### src/rtl/reward_writeback_pkg.sv
// Shared constants, FSM encoding and record word helper for reward_writeback.
// Pure definitions: no logic and no latency.
// No flow control of its own; users import these values.
package reward_writeback_pkg;

    localparam int WORD_WIDTH  = 16;   // memory word width
    localparam int REC_WORDS   = 5;    // words per reward record
    localparam int ADDR_STRIDE = 2;    // byte-address step per word
    localparam int REC_WIDTH   = 80;   // reward record width, shared with reward
    localparam int ADDR_WIDTH  = 16;
    localparam int IDX_WIDTH   = 3;

    localparam logic [IDX_WIDTH-1:0] LAST_IDX = IDX_WIDTH'(REC_WORDS - 1);

    typedef enum logic [1:0] {
        ST_IDLE   = 2'd0,
        ST_WRITE  = 2'd1,
        ST_VERIFY = 2'd2,
        ST_DONE   = 2'd3
    } wb_state_e;

    // Word k of a record; word 0 is the most significant 16 bits.
    function automatic logic [WORD_WIDTH-1:0] rec_word(
        input logic [REC_WIDTH-1:0] rec,
        input logic [IDX_WIDTH-1:0] k
    );
        logic [REC_WIDTH-1:0] sh;
        sh = rec << (WORD_WIDTH * int'(k));
        return sh[REC_WIDTH-1 -: WORD_WIDTH];
    endfunction

endpackage

### src/rtl/reward_writeback_verify.sv
// Registered read-back compare with first-error capture for reward_writeback.
// Latency: issue registered one edge, compared against read data the next edge.
// No backpressure; one compare per cycle while iss_vld is high.
//
// Ports: clock/reset; clr clears the error state on a new record;
// iss_vld/iss_idx/iss_exp issue a compare alongside the read address;
// rd_dat is registered memory read data; verify_err/err_index hold the result.
module wb_verify
    import reward_writeback_pkg::*;
(
    input  logic                  clock,
    input  logic                  reset,
    input  logic                  clr,
    input  logic                  iss_vld,
    input  logic [IDX_WIDTH-1:0]  iss_idx,
    input  logic [WORD_WIDTH-1:0] iss_exp,
    input  logic [WORD_WIDTH-1:0] rd_dat,
    output logic                  verify_err,
    output logic [IDX_WIDTH-1:0]  err_index
);

    logic                  stg_vld_q, stg_vld_d;
    logic [IDX_WIDTH-1:0]  stg_idx_q, stg_idx_d;
    logic [WORD_WIDTH-1:0] stg_exp_q, stg_exp_d;
    logic                  err_q, err_d;
    logic [IDX_WIDTH-1:0]  eidx_q, eidx_d;

    // The stage aligns the expected word with the memory's one-cycle read delay.
    always_comb begin
        stg_vld_d = iss_vld;
        stg_idx_d = iss_idx;
        stg_exp_d = iss_exp;
        err_d     = err_q;
        eidx_d    = eidx_q;
        if (clr) begin
            err_d  = 1'b0;
            eidx_d = '0;
        end else if (stg_vld_q && !err_q && (rd_dat != stg_exp_q)) begin
            // Only the first mismatch of a record is kept.
            err_d  = 1'b1;
            eidx_d = stg_idx_q;
        end
    end

    always_ff @(posedge clock) begin
        if (reset) begin
            stg_vld_q <= 1'b0;
            stg_idx_q <= '0;
            stg_exp_q <= '0;
            err_q     <= 1'b0;
            eidx_q    <= '0;
        end else begin
            stg_vld_q <= stg_vld_d;
            stg_idx_q <= stg_idx_d;
            stg_exp_q <= stg_exp_d;
            err_q     <= err_d;
            eidx_q    <= eidx_d;
        end
    end

    assign verify_err = err_q;
    assign err_index  = eidx_q;

endmodule

### src/rtl/reward_writeback.sv
// Writes an 80-bit reward record to mem as five words, reads them back and checks.
// Latency: 11 edges from accepting start to the done_update pulse.
// No queueing: start is ignored until the FSM is back in IDLE.
//
// Ports: clock/reset (sync, active high); start/reward_data_in/base_addr accept a
// record; address/wr_en/mem_data_in drive the mem port, mem_data_out is its
// registered read data; busy/done_update/verify_err/err_index report status.
module reward_writeback
    import reward_writeback_pkg::*;
(
    input  logic                  clock,
    input  logic                  reset,
    input  logic                  start,
    input  logic [REC_WIDTH-1:0]  reward_data_in,
    input  logic [ADDR_WIDTH-1:0] base_addr,
    output logic [ADDR_WIDTH-1:0] address,
    output logic                  wr_en,
    output logic [WORD_WIDTH-1:0] mem_data_in,
    input  logic [WORD_WIDTH-1:0] mem_data_out,
    output logic                  busy,
    output logic                  done_update,
    output logic                  verify_err,
    output logic [IDX_WIDTH-1:0]  err_index
);

    wb_state_e             state_q, state_d;
    logic [IDX_WIDTH-1:0]  cnt_q, cnt_d;
    logic [REC_WIDTH-1:0]  rec_q, rec_d;
    logic [ADDR_WIDTH-1:0] base_q, base_d;
    logic [ADDR_WIDTH-1:0] address_q, address_d;
    logic                  wr_en_q, wr_en_d;
    logic [WORD_WIDTH-1:0] wdat_q, wdat_d;
    logic                  busy_q, busy_d;
    logic                  done_q, done_d;
    logic                  accept;

    assign accept = (state_q == ST_IDLE) && start;

    always_comb begin
        state_d   = state_q;
        cnt_d     = cnt_q;
        rec_d     = rec_q;
        base_d    = base_q;
        address_d = address_q;
        wr_en_d   = 1'b0;
        wdat_d    = wdat_q;
        busy_d    = busy_q;
        done_d    = 1'b0;
        case (state_q)
            ST_IDLE: begin
                busy_d = 1'b0;
                if (start) begin
                    // Word 0 goes out straight from the inputs so the first
                    // write commits on the edge after the accept.
                    rec_d     = reward_data_in;
                    base_d    = base_addr & ~ADDR_WIDTH'(1);
                    cnt_d     = '0;
                    address_d = base_addr & ~ADDR_WIDTH'(1);
                    wr_en_d   = 1'b1;
                    wdat_d    = rec_word(reward_data_in, '0);
                    busy_d    = 1'b1;
                    state_d   = ST_WRITE;
                end
            end
            ST_WRITE: begin
                if (cnt_q == LAST_IDX) begin
                    cnt_d     = '0;
                    address_d = base_q;
                    state_d   = ST_VERIFY;
                end else begin
                    cnt_d     = cnt_q + 1'b1;
                    address_d = address_q + ADDR_WIDTH'(ADDR_STRIDE);
                    wr_en_d   = 1'b1;
                    wdat_d    = rec_word(rec_q, cnt_q + 1'b1);
                end
            end
            ST_VERIFY: begin
                if (cnt_q == LAST_IDX) begin
                    state_d = ST_DONE;
                end else begin
                    cnt_d     = cnt_q + 1'b1;
                    address_d = address_q + ADDR_WIDTH'(ADDR_STRIDE);
                end
            end
            ST_DONE: begin
                // The last compare lands on this edge, so the pulse and the
                // final verify result appear together.
                done_d  = 1'b1;
                state_d = ST_IDLE;
            end
            default: state_d = ST_IDLE;
        endcase
    end

    always_ff @(posedge clock) begin
        if (reset) begin
            state_q   <= ST_IDLE;
            cnt_q     <= '0;
            rec_q     <= '0;
            base_q    <= '0;
            address_q <= '0;
            wr_en_q   <= 1'b0;
            wdat_q    <= '0;
            busy_q    <= 1'b0;
            done_q    <= 1'b0;
        end else begin
            state_q   <= state_d;
            cnt_q     <= cnt_d;
            rec_q     <= rec_d;
            base_q    <= base_d;
            address_q <= address_d;
            wr_en_q   <= wr_en_d;
            wdat_q    <= wdat_d;
            busy_q    <= busy_d;
            done_q    <= done_d;
        end
    end

    // A compare is issued in the same cycle its read address is on the bus.
    wb_verify u_verify (
        .clock      (clock),
        .reset      (reset),
        .clr        (accept),
        .iss_vld    (state_q == ST_VERIFY),
        .iss_idx    (cnt_q),
        .iss_exp    (rec_word(rec_q, cnt_q)),
        .rd_dat     (mem_data_out),
        .verify_err (verify_err),
        .err_index  (err_index)
    );

    assign address     = address_q;
    assign wr_en       = wr_en_q;
    assign mem_data_in = wdat_q;
    assign busy        = busy_q;
    assign done_update = done_q;

endmodule
### config.mk
export PLATFORM = sky130hd
export DESIGN_NAME = reward_writeback
export DESIGN_NICKNAME = d
export VERILOG_FILES = /design/src/rtl/reward_writeback_pkg.sv /design/src/rtl/reward_writeback_verify.sv /design/src/rtl/reward_writeback.sv
export SDC_FILE = /design/constraint.sdc
export NUM_CORES = 1
export LEC_CHECK = 0
export BUFFER_PORTS_ARGS = -buffer_cell sky130_fd_sc_hd__buf_2
export CAP_MARGIN = 30
export CORE_ASPECT_RATIO = 0.9
export CORE_MARGIN = 8
export CORE_UTILIZATION = 55
export CTS_CLUSTER_DIAMETER = 150
export DETAILED_ROUTE_END_ITERATION = 16
export GPL_TIMING_DRIVEN = 1
export MAX_ROUTING_LAYER = met4
export PLACE_DENSITY = 0.9
export SLEW_MARGIN = 20
export SYNTH_ARGS = -nofsm -noshare
export SYNTH_HDL_FRONTEND = slang
export SYNTH_HIERARCHICAL = 1
export SYNTH_SLANG_ARGS = --single-unit
### constraint.sdc
create_clock -name clock -period 3.2 [get_ports clock]
set_clock_uncertainty 0.1 [all_clocks]
set_input_delay 0.64 -clock clock [delete_from_list [all_inputs] [get_ports clock]]
set_output_delay 0.64 -clock clock [all_outputs]
set_load 0.01 [all_outputs]
==> flow_metrics.tcl <==
set metrics [dict create \
    status "completed" \
    ioPinCount 154 \
    fin_crit_ns 2.76 \
    finalSetupTns_ns 0 \
    place_congestion 0.961 \
    route.detailed.drc 0 \
    die_w_um 139 \
    area_growth_pct 18.6 \
    post_cts_buffers 0 \
    post_drt_wl_per_cell_um 19.4 \
    postCtsHoldBufs 0 \
    p_leak_uw 0.00348 \
    clockRootBuffer "clkbuf_16" \
    finalSetupViolations 0 \
    drt_iter0_drc 1129 \
    clkSlewWorstSetupHoldPaths_ns 0.06 \
    crit_arrival_ns 2.93 \
    rows 40 \
    fin_ws_ns 0.439 \
    synthesis.area_um2 7530 \
    ys_types 59 \
    grt_overflow 0 \
    grt_pass1_vias 6939 \
    clock_sinks 158 \
    core_area_um2 13400 \
    r2r-start "state_q[0]" \
    ir_drop_v 0.000526 \
    final_max_slew_viol_count 0 \
    r2r_end "address[7]" \
    grt_max_degree 98 \
    slew_headroom_pct 40.4 \
    synth_edf_count 0 \
    fin_crit_sh_pct 86.3 \
    cp-start-kind "flip-flop" \
    finalHoldViolCount 0 \
    viasPerCell 6.23 \
    reg2regPathDepth 5 \
    seqCellArea_um2 3160 \
    nFillCells 1021 \
    h-tree-depth 4 \
    min_path_type "primary input to flip-flop" \
    async_flop_share_pct 0 \
    antenna_found_initial 4 \
    wirelength_mm 23.1 \
    path_class "flip-flop to flip-flop" \
    dr_total_vias 7439 \
    dp_hpwl_mm 15.4 \
    track_usage_pct 25.9 \
    cts_tree "yes" \
    endpoint_kind "flip-flop" \
    hold_depth 3 \
    min_to "rec_q[40]" \
    maxCapViolations 0 \
    ff2ff_setup_slack_ns 0.44 \
    rsz0062_at_grt "false" \
    die-area_um2 17700 \
    synth_nets 1011 \
    path_max_fanout 16 \
    pre_cts_slack_ns 0.585 \
    antenna_left 0 \
    fin_nets 1132 \
    worstHoldStart "reward_data_in[40]" \
    portBuffers 151 \
    drtPass1Iterations 8 \
    grt_pass1_wl_mm 35.8 \
    post_cts_resized 0 \
    layout_commonest_cell "nand2_1" \
    multi_input_area_um2 3960 \
    syn-mean-instance-area_um2 8.48 \
    power.density_nw_per_um2 853 \
    ys.flop_type "dfxtp_1" \
    max_freq_mhz 362 \
    die_h_um 127 \
    synth-seq-cells 158 \
    worstMarginPinSlew_ns 0.889 \
    final_cell_mix "242 x nand2_1, 157 x dfxtp_1, 150 x buf_2" \
    insertion_delay_ns 0.43 \
    cts_buffers 17 \
    synth-seq-area-share_pct 42.0 \
    netlist_instances 888 \
    start_util_pct 56.4 \
    ys.warnings.count 6 \
    crit_required_ns 3.36 \
    cts.path.max_buffers 2 \
    layout-drive-gt1-share_pct 24.3 \
]
## per-stage QoR
| stage | hold slack (ns) | utilization, % | power, uW | cell area, um^2 | cells |
|---|---|---|---|---|---|
| 2_1_floorplan | 0.324 | - | 4690 | 7530 | 888 |
| 3_3_place_gp | 0.330 | 62.3 | 5420 | 8320 | 1156 |
| 3_5_place_dp | 0.338 | 62.3 | 5530 | 8320 | 1156 |
| 4_1_cts | 0.337 | 66.5 | 7470 | 8880 | 1188 |
| 5_1_grt | 0.343 | 66.8 | 7960 | 8930 | 1194 |
| 6_report | 0.341 | 66.8 | 7620 | 8930 | 1194 |
## critical path: stages, from the launching register on
cell       delay, ns
dfxtp_1         0.37
inv_1           0.12
ha_1            0.67
inv_1           0.46
a2111oi_0       0.64
o32ai_1         0.23
## registers in the layout, indices dropped and copies added, names as in the netlist
| register | count |
|---|---|
| u_verify/stg_exp_q | 16 |
| mem_data_in | 16 |
| wr_en | 1 |
| u_verify/verify_err | 1 |
| busy | 1 |
| u_verify/err_index | 3 |
| base_q | 15 |
| u_verify/stg_idx_q | 3 |
| done_update | 1 |
| u_verify/stg_vld_q | 1 |
| state_q | 2 |
| address | 15 |
| cnt_q | 3 |
| rec_q | 80 |
## how the worst max path moves through the flow
stage,from,end
6_report,state_q[0],address[7]
5_1_grt,state_q[0],address[15]
4_1_cts,state_q[0],cnt_q[2]
3_5_place_dp,state_q[0],address[15]
3_3_place_gp,cnt_q[1],mem_data_in[9]
2_1_floorplan,cnt_q[0],mem_data_in[10]
## cells in the mapped netlist, types with 14 or more instances
master | n | share of area [%]
nor2b_1 | 21 | 1.7
a221oi_1 | 23 | 2.7
nand2_1 | 243 | 12
nor2_1 | 27 | 1.3
mux4_2 | 32 | 9.6
xnor2_1 | 18 | 2.1
nand3_1 | 14 | 0.93
o21ai_0 | 25 | 1.7
clkbuf_1 | 43 | 2.1
dfxtp_1 | 158 | 42
o31ai_1 | 16 | 1.6
inv_1 | 28 | 1.4
a21oi_1 | 110 | 7.3
## logic make-up (layout without fill, tap and decap cells)
| group | after synthesis | count (layout) | synth area share, % |
|---|---|---|---|
| buffers and inverters | 97 | 231 | 5.53 |
| AOI/OAI and AO/OA | 218 | 218 | 18.4 |
| xor gates and xnor gates | 19 | 19 | 2.31 |
| DFF | 158 | 158 | 42.0 |
| muxes | 38 | 38 | 10.4 |
| other | 1 | 5 | 0.0498 |
| adders and majority gates | 8 | 8 | 1.33 |
| and+or+nand+nor | 349 | 349 | 20.0 |
## metal layers
layer / vias up / track usage [%] / routed length (um) / part of all wire [%]
li1: 3373 / - / - / -
met1: 3435 / 33.0 / 9310 / 40
met2: 554 / 37.8 / 10200 / 44
met3: 77 / 6.29 / 2730 / 12
met4: 0 / 13.3 / 845 / 3.7
met5: - / - / 0 / 0
## layout make-up
class / instances / area share [%]
Antenna cell: 4 / 0.112
Clock buffer: 17 / 4.76
Clock inverter: 15 / 1.51
Inverter: 30 / 1.26
Multi-Input combinational cell: 633 / 44.3
Sequential cell: 158 / 35.4
Tap cell: 168 / 2.35
Timing Repair Buffer: 169 / 10.2
## power by group
part | leakage, uW | switching [uW] | total [uW] | internal [uW]
Clock | 0.000268 | 861 | 1940 | 1080
Combinational | 0.00192 | 1760 | 2890 | 1130
Sequential | 0.00130 | 388 | 2790 | 2400
(Power assumes the default switching activity.)
